**src/rtl/fft_pkg.sv**
```systemverilog
// Shared constants for the 8-point pipelined FFT.
package fft_pkg;

  localparam int IW     = 8;                 // input sample width (signed)
  localparam int OW     = IW + 3;            // output width, absorbs log2(8) growth
  localparam int TW_C   = 181;               // cos(pi/4) in Q0.8
  localparam int TW_SH  = 8;                 // fractional bits of TW_C
  localparam int TW_RND = 1 << (TW_SH - 1);  // round-half-up offset

endpackage

```
**src/rtl/fft_bf2.sv**
```systemverilog
// Complex radix-2 butterfly: s = a + b, d = a - b, all at DATA_W bits.
// Callers sign-extend the operands to the stage width beforehand.
module fft_bf2
  import fft_pkg::*;
#(
  parameter int DATA_W = IW + 1
) (
  input  logic signed [DATA_W-1:0] a_re,
  input  logic signed [DATA_W-1:0] a_im,
  input  logic signed [DATA_W-1:0] b_re,
  input  logic signed [DATA_W-1:0] b_im,
  output logic signed [DATA_W-1:0] s_re,
  output logic signed [DATA_W-1:0] s_im,
  output logic signed [DATA_W-1:0] d_re,
  output logic signed [DATA_W-1:0] d_im
);

  assign s_re = a_re + b_re;
  assign s_im = a_im + b_im;
  assign d_re = a_re - b_re;
  assign d_im = a_im - b_im;

endmodule

```
**src/rtl/fft8.sv**
```systemverilog
// Fully parallel 8-point radix-2 DIT FFT, three register stages, natural-order
// output, no scaling (output is IW+3 bits wide with the input LSB weight).
module fft8
  import fft_pkg::*;
(
  input  logic                 clk,
  input  logic                 en,
  input  logic                 rst,
  input  logic signed [IW-1:0] i_re0, i_re1, i_re2, i_re3,
  input  logic signed [IW-1:0] i_re4, i_re5, i_re6, i_re7,
  input  logic signed [IW-1:0] i_im0, i_im1, i_im2, i_im3,
  input  logic signed [IW-1:0] i_im4, i_im5, i_im6, i_im7,
  output logic signed [OW-1:0] o_re0, o_re1, o_re2, o_re3,
  output logic signed [OW-1:0] o_re4, o_re5, o_re6, o_re7,
  output logic signed [OW-1:0] o_im0, o_im1, o_im2, o_im3,
  output logic signed [OW-1:0] o_im4, o_im5, o_im6, o_im7
);

  localparam int W1 = IW + 1;
  localparam int W2 = IW + 2;
  localparam int PW = W2 + 10;
  localparam logic signed [PW-1:0] TWC_P = PW'(TW_C);
  localparam logic signed [PW-1:0] RND_P = PW'(TW_RND);

  function automatic logic signed [W1-1:0] ext0(input logic signed [IW-1:0] v);
    return {v[IW-1], v};
  endfunction

  function automatic logic signed [W2-1:0] ext1(input logic signed [W1-1:0] v);
    return {v[W1-1], v};
  endfunction

  function automatic logic signed [OW-1:0] ext2(input logic signed [W2-1:0] v);
    return {{(OW-W2){v[W2-1]}}, v};
  endfunction

  // Full-precision product v * TW_C.
  function automatic logic signed [PW-1:0] mul_c(input logic signed [W2-1:0] v);
    return $signed({{(PW-W2){v[W2-1]}}, v}) * TWC_P;
  endfunction

  // (p + 128) >>> 8, kept at the stage-2 width; |result| <= 362 always fits.
  function automatic logic signed [W2-1:0] rnd_sh(input logic signed [PW-1:0] p);
    return W2'((p + RND_P) >>> TW_SH);
  endfunction

  logic signed [W1-1:0] xr [8], xi [8];
  logic signed [W1-1:0] s1_re [8], s1_im [8];
  logic signed [W1-1:0] p0_re [8], p0_im [8];
  logic signed [W2-1:0] q_re [8], q_im [8];
  logic signed [W2-1:0] s2_re [8], s2_im [8];
  logic signed [W2-1:0] p1_re [8], p1_im [8];
  logic signed [OW-1:0] e_re [4], e_im [4], t_re [4], t_im [4];
  logic signed [W2-1:0] c1a, c1b, c3a, c3b;
  logic signed [OW-1:0] s3_re [8], s3_im [8];
  logic signed [OW-1:0] p2_re [8], p2_im [8];

  assign xr[0] = ext0(i_re0); assign xi[0] = ext0(i_im0);
  assign xr[1] = ext0(i_re1); assign xi[1] = ext0(i_im1);
  assign xr[2] = ext0(i_re2); assign xi[2] = ext0(i_im2);
  assign xr[3] = ext0(i_re3); assign xi[3] = ext0(i_im3);
  assign xr[4] = ext0(i_re4); assign xi[4] = ext0(i_im4);
  assign xr[5] = ext0(i_re5); assign xi[5] = ext0(i_im5);
  assign xr[6] = ext0(i_re6); assign xi[6] = ext0(i_im6);
  assign xr[7] = ext0(i_re7); assign xi[7] = ext0(i_im7);

  // Stage 1: bit-reversed pairs (0,4),(2,6),(1,5),(3,7) -> slots {sum, diff}
  for (genvar g = 0; g < 4; g++) begin : g_st1
    localparam int A = ((g % 2) * 2) + (g / 2);
    fft_bf2 #(.DATA_W(W1)) u_bf (
      .a_re(xr[A]), .a_im(xi[A]), .b_re(xr[A+4]), .b_im(xi[A+4]),
      .s_re(s1_re[2*g]), .s_im(s1_im[2*g]),
      .d_re(s1_re[2*g+1]), .d_im(s1_im[2*g+1])
    );
  end

  // Stage 1 registers
  always_ff @(posedge clk or posedge rst) begin
    if (rst) begin
      for (int n = 0; n < 8; n++) begin
        p0_re[n] <= '0;
        p0_im[n] <= '0;
      end
    end else if (en) begin
      for (int n = 0; n < 8; n++) begin
        p0_re[n] <= s1_re[n];
        p0_im[n] <= s1_im[n];
      end
    end
  end

  // Stage 2 operands: widen, and rotate slots 3 and 7 by -j (swap/negate)
  always_comb begin
    for (int n = 0; n < 8; n++) begin
      q_re[n] = ext1(p0_re[n]);
      q_im[n] = ext1(p0_im[n]);
    end
    for (int h = 0; h < 2; h++) begin
      q_re[4*h+3] = ext1(p0_im[4*h+3]);
      q_im[4*h+3] = -ext1(p0_re[4*h+3]);
    end
  end

  // Stage 2: two 4-point DFTs, slots 0..3 = E[0..3], slots 4..7 = O[0..3]
  for (genvar h = 0; h < 2; h++) begin : g_st2
    for (genvar r = 0; r < 2; r++) begin : g_bf
      fft_bf2 #(.DATA_W(W2)) u_bf (
        .a_re(q_re[4*h+r]), .a_im(q_im[4*h+r]),
        .b_re(q_re[4*h+r+2]), .b_im(q_im[4*h+r+2]),
        .s_re(s2_re[4*h+r]), .s_im(s2_im[4*h+r]),
        .d_re(s2_re[4*h+r+2]), .d_im(s2_im[4*h+r+2])
      );
    end
  end

  // Stage 2 registers
  always_ff @(posedge clk or posedge rst) begin
    if (rst) begin
      for (int n = 0; n < 8; n++) begin
        p1_re[n] <= '0;
        p1_im[n] <= '0;
      end
    end else if (en) begin
      for (int n = 0; n < 8; n++) begin
        p1_re[n] <= s2_re[n];
        p1_im[n] <= s2_im[n];
      end
    end
  end

  // Stage 3 operands: E[k] widened, O[k] rotated by W^k
  always_comb begin
    c1a = rnd_sh(mul_c(p1_re[5]));
    c1b = rnd_sh(mul_c(p1_im[5]));
    c3a = rnd_sh(mul_c(p1_re[7]));
    c3b = rnd_sh(mul_c(p1_im[7]));
    for (int k = 0; k < 4; k++) begin
      e_re[k] = ext2(p1_re[k]);
      e_im[k] = ext2(p1_im[k]);
    end
    t_re[0] = ext2(p1_re[4]);
    t_im[0] = ext2(p1_im[4]);
    t_re[1] = ext2(c1a) + ext2(c1b);
    t_im[1] = ext2(c1b) - ext2(c1a);
    t_re[2] = ext2(p1_im[6]);
    t_im[2] = -ext2(p1_re[6]);
    t_re[3] = ext2(c3b) - ext2(c3a);
    t_im[3] = -ext2(c3a) - ext2(c3b);
  end

  // Stage 3: X[k] = E[k] + W^k O[k], X[k+4] = E[k] - W^k O[k]
  for (genvar k = 0; k < 4; k++) begin : g_st3
    fft_bf2 #(.DATA_W(OW)) u_bf (
      .a_re(e_re[k]), .a_im(e_im[k]), .b_re(t_re[k]), .b_im(t_im[k]),
      .s_re(s3_re[k]), .s_im(s3_im[k]),
      .d_re(s3_re[k+4]), .d_im(s3_im[k+4])
    );
  end

  // Output registers
  always_ff @(posedge clk or posedge rst) begin
    if (rst) begin
      for (int n = 0; n < 8; n++) begin
        p2_re[n] <= '0;
        p2_im[n] <= '0;
      end
    end else if (en) begin
      for (int n = 0; n < 8; n++) begin
        p2_re[n] <= s3_re[n];
        p2_im[n] <= s3_im[n];
      end
    end
  end

  assign o_re0 = p2_re[0]; assign o_im0 = p2_im[0];
  assign o_re1 = p2_re[1]; assign o_im1 = p2_im[1];
  assign o_re2 = p2_re[2]; assign o_im2 = p2_im[2];
  assign o_re3 = p2_re[3]; assign o_im3 = p2_im[3];
  assign o_re4 = p2_re[4]; assign o_im4 = p2_im[4];
  assign o_re5 = p2_re[5]; assign o_im5 = p2_im[5];
  assign o_re6 = p2_re[6]; assign o_im6 = p2_im[6];
  assign o_re7 = p2_re[7]; assign o_im7 = p2_im[7];

endmodule

```
**config.mk**
```make
export PLATFORM = sky130hd
export DESIGN_NAME = fft8
export DESIGN_NICKNAME = d
export VERILOG_FILES = /design/src/rtl/fft_pkg.sv /design/src/rtl/fft_bf2.sv /design/src/rtl/fft8.sv
export SDC_FILE = /design/constraint.sdc
export NUM_CORES = 2
export LEC_CHECK = 0
export CAP_MARGIN = 20
export CORE_UTILIZATION = 40
export CTS_BUF_LIST = sky130_fd_sc_hd__clkbuf_16
export CTS_CLUSTER_SIZE = 28
export DETAILED_ROUTE_END_ITERATION = 10
export PLACE_DENSITY_LB_ADDON = 0.25
export SYNTH_ARGS = -nofsm -noshare
export SYNTH_HDL_FRONTEND = slang
export SYNTH_SLANG_ARGS = --single-unit
```
**constraint.sdc**
```tcl
create_clock -name clk -period 27.2 [get_ports clk]
set_input_delay 8.16 -clock clk [delete_from_list [all_inputs] [get_ports clk]]
set_output_delay 8.16 -clock clk [all_outputs]
set_load 0.01 [all_outputs]
```
==> impl_metrics.toml <==
[global_routing]
grt_pass1_wl_um = 159300
grt_max_degree = 225
overflow = 0
antenna_found_initial = 2
grt.total_usage = 0.1991
grt_pass1_vias = 29060

[clock_tree]
numCtsBuffers = 54
postCtsHoldBufs = 0
ctsResizeCount = 0
clock_sinks = 456
cts_max_level = 2
clockRootBuffer = "clkbuf_16"
cts_buffer_depth = 3
clk_pin_slew_worst_paths_ns = 0.06
clock_latency_ns = 0.62
cts_tree = "yes"
post_cts_buffers = 0

[synth]
ys.flop_type = "dfrtp_1"
ys_ff_latch = 456
yosysSeqAreaShare = 0.2848
synth.most_common_cell = "ha_1"
synthTopCellsByArea = "dfrtp_1 28%, ha_1 22%, xnor2_1 8.0%"
async_flop_share = 1.000
postSynthAreaPerCell_um2 = 9.348
synth_edf_count = 0
ys_warn_count = 0
synthCells = 4286
syn_nets = 5254
yosysTopAreaCell = "dfrtp_1"
synth_cell_types = 58
synth_common_cells = "690 x ha_1, 599 x inv_1, 527 x a21oi_1"
synth_top_area_share = 0.2848
netlist_area_um2 = 40060

[timing]
slew_viol_final = 0
holdWs_ns = 0.4866
worst_slew_pin_slew_ns = 1.069
hold_violations = 0
fin_tns_setup_ns = 0
period_share = 0.4010
max-slew-margin-rel = 0.2875
fmax_mhz = 91.68
rsz0062_at_grt = "no"
finClkSkew_ns = 0.02344
setup_viol = 0
min_period_ns = 10.91

[setup_path]
startpoint_type = "input port"
cp.arrival_ns = 11.41
cp.required_ns = 27.70
critPathCaptureType = "flop"
cp_cell_sequence = "buf_8 -> buf_12 -> buf_4 -> buf_4 -> mux2_2"
crit_top_cell = "buf_4"
crit_slowest_cell = "buf_4"
cp_max_fo = 224
worst-r2r-setup-slack_ns = 19.07
crit_type = "in -> reg"
critPathMaxStageDelay_ns = 0.88

[route]
routed_wl_um = 101300
drtAntennaViolNets = 0
drtIter0Drc = 1466
drt-wirelength-per-cell_um = 17.21
num_vias = 29200
routed_via_density = 4.960
drc_errors = 0
dr.pass1.iters = 5

[placed_design]
portBuffers = 306
hpwlAfterDp_um = 82850
placed_area_um2 = 44430
globalplace.congestion = 0.8678

[floorplan]
coreArea_um2 = 98850
die_area_um2 = 101400
fp.dieW_um = 318.5
die_h_um = 318.5
rows = 115
ios = 307
initial_core_util = 0.4053

[final_layout]
fin_area_um2 = 46260
drive_gt1_frac = 0.05394
nFillCells = 9451
final_util = 0.4680
num-nets-final = 5523
area_growth_pct = 15.47

[outcome]
status = "complete, no violations"

[flow_run]
maxCapViolCount = 0

[worst_hold_path]
hp-class = "reg -> reg"
## stage by stage
step / std cells / setup slack (ns)
6_report: 5886 / 16.29
5_1_grt: 5885 / 16.08
4_1_cts: 5884 / 16.39
3_5_place_dp: 5785 / 15.72
3_3_place_gp: 5785 / 15.74
2_1_floorplan: 4286 / 6.328
## cell type report
cell class | instances | area, um^2 | share of cell area
Antenna cell | 1 | 2.502 | 0.00005409
Clock buffer | 55 | 1376 | 0.02975
Sequential cell | 456 | 11410 | 0.2467
Multi-Input combinational cell | 3125 | 25970 | 0.5613
Clock inverter | 44 | 426.7 | 0.009223
Tap cell | 1287 | 1610 | 0.03481
Timing Repair Buffer | 319 | 3211 | 0.06940
Inverter | 599 | 2256 | 0.04876
## cells by family after synthesis
kind of cell | after synthesis | synth area share
buffers and inverters | 705 | 0.06699
XOR/XNOR | 425 | 0.09291
flip-flops | 456 | 0.2848
adder cells (fa/ha/maj) | 838 | 0.2892
multiplexers | 151 | 0.04238
AO/OA/AOI/OAI | 1006 | 0.1484
AND/OR/NAND/NOR | 705 | 0.07530
## flip-flops by register name, indices dropped and copies added, names as in the netlist, 38 cells and up
name / cells
p0_im: 68
p0_re: 68
e_im: 38
e_re: 38
p1_im: 38
p1_re: 38
## final timing paths
path | end | depth (start not counted) | startpoint
min | o_im1[4] | 1 | o_im1[4]
min in group asynchronous | p0_re[53] | 2 | rst
max in group asynchronous | o_im5[10] | 4 | rst
max reg2reg | o_re7[10] | 34 | p1_re[2]
min reg2reg | o_im1[4] | 1 | o_im1[4]
max | p0_im[58] | 5 | en
## per-layer routing
| layer | part of all wire | track usage | routed length, um |
|---|---|---|---|
| met2 | 0.47 | 0.3390 | 47920 |
| met1 | 0.46 | 0.2673 | 47040 |
| met4 | 0.023 | 0.04895 | 2374 |
| met3 | 0.039 | 0.02436 | 3936 |
| met5 | 0 | 0 | 0 |
## layout by cell type, fill, tap and decap left out, drive strengths merged, types with 12 or more instances in the layout
cell           netlist  final
dfrtp              456    456
o21ai              137    137
o21a                12     12
xor2                60     60
clkinv               0     20
a21oi              527    527
mux2               146    146
o21bai             196    196
nand3               12     12
inv                599    611
fa                 147    147
ha                 690    690
a2111oi             15     15
clkbuf              86     55
a31oi               21     21
nand2b              36     36
nor3                50     50
a21o                61     61
xnor2              365    365
clkdlybuf4s50        0    305
buf                 20     14
nor2b               24     24
nand2               95     95
nor2               443    443
## critical path, delay by kind of cell
| family | cells | cell delay, ns |
|---|---|---|
| buf+inv | 4 | 2.50 |
| mux | 1 | 0.41 |
Power is not shown: default switching activity piles up to over one toggle a cycle in this logic, so the estimate is an artifact.
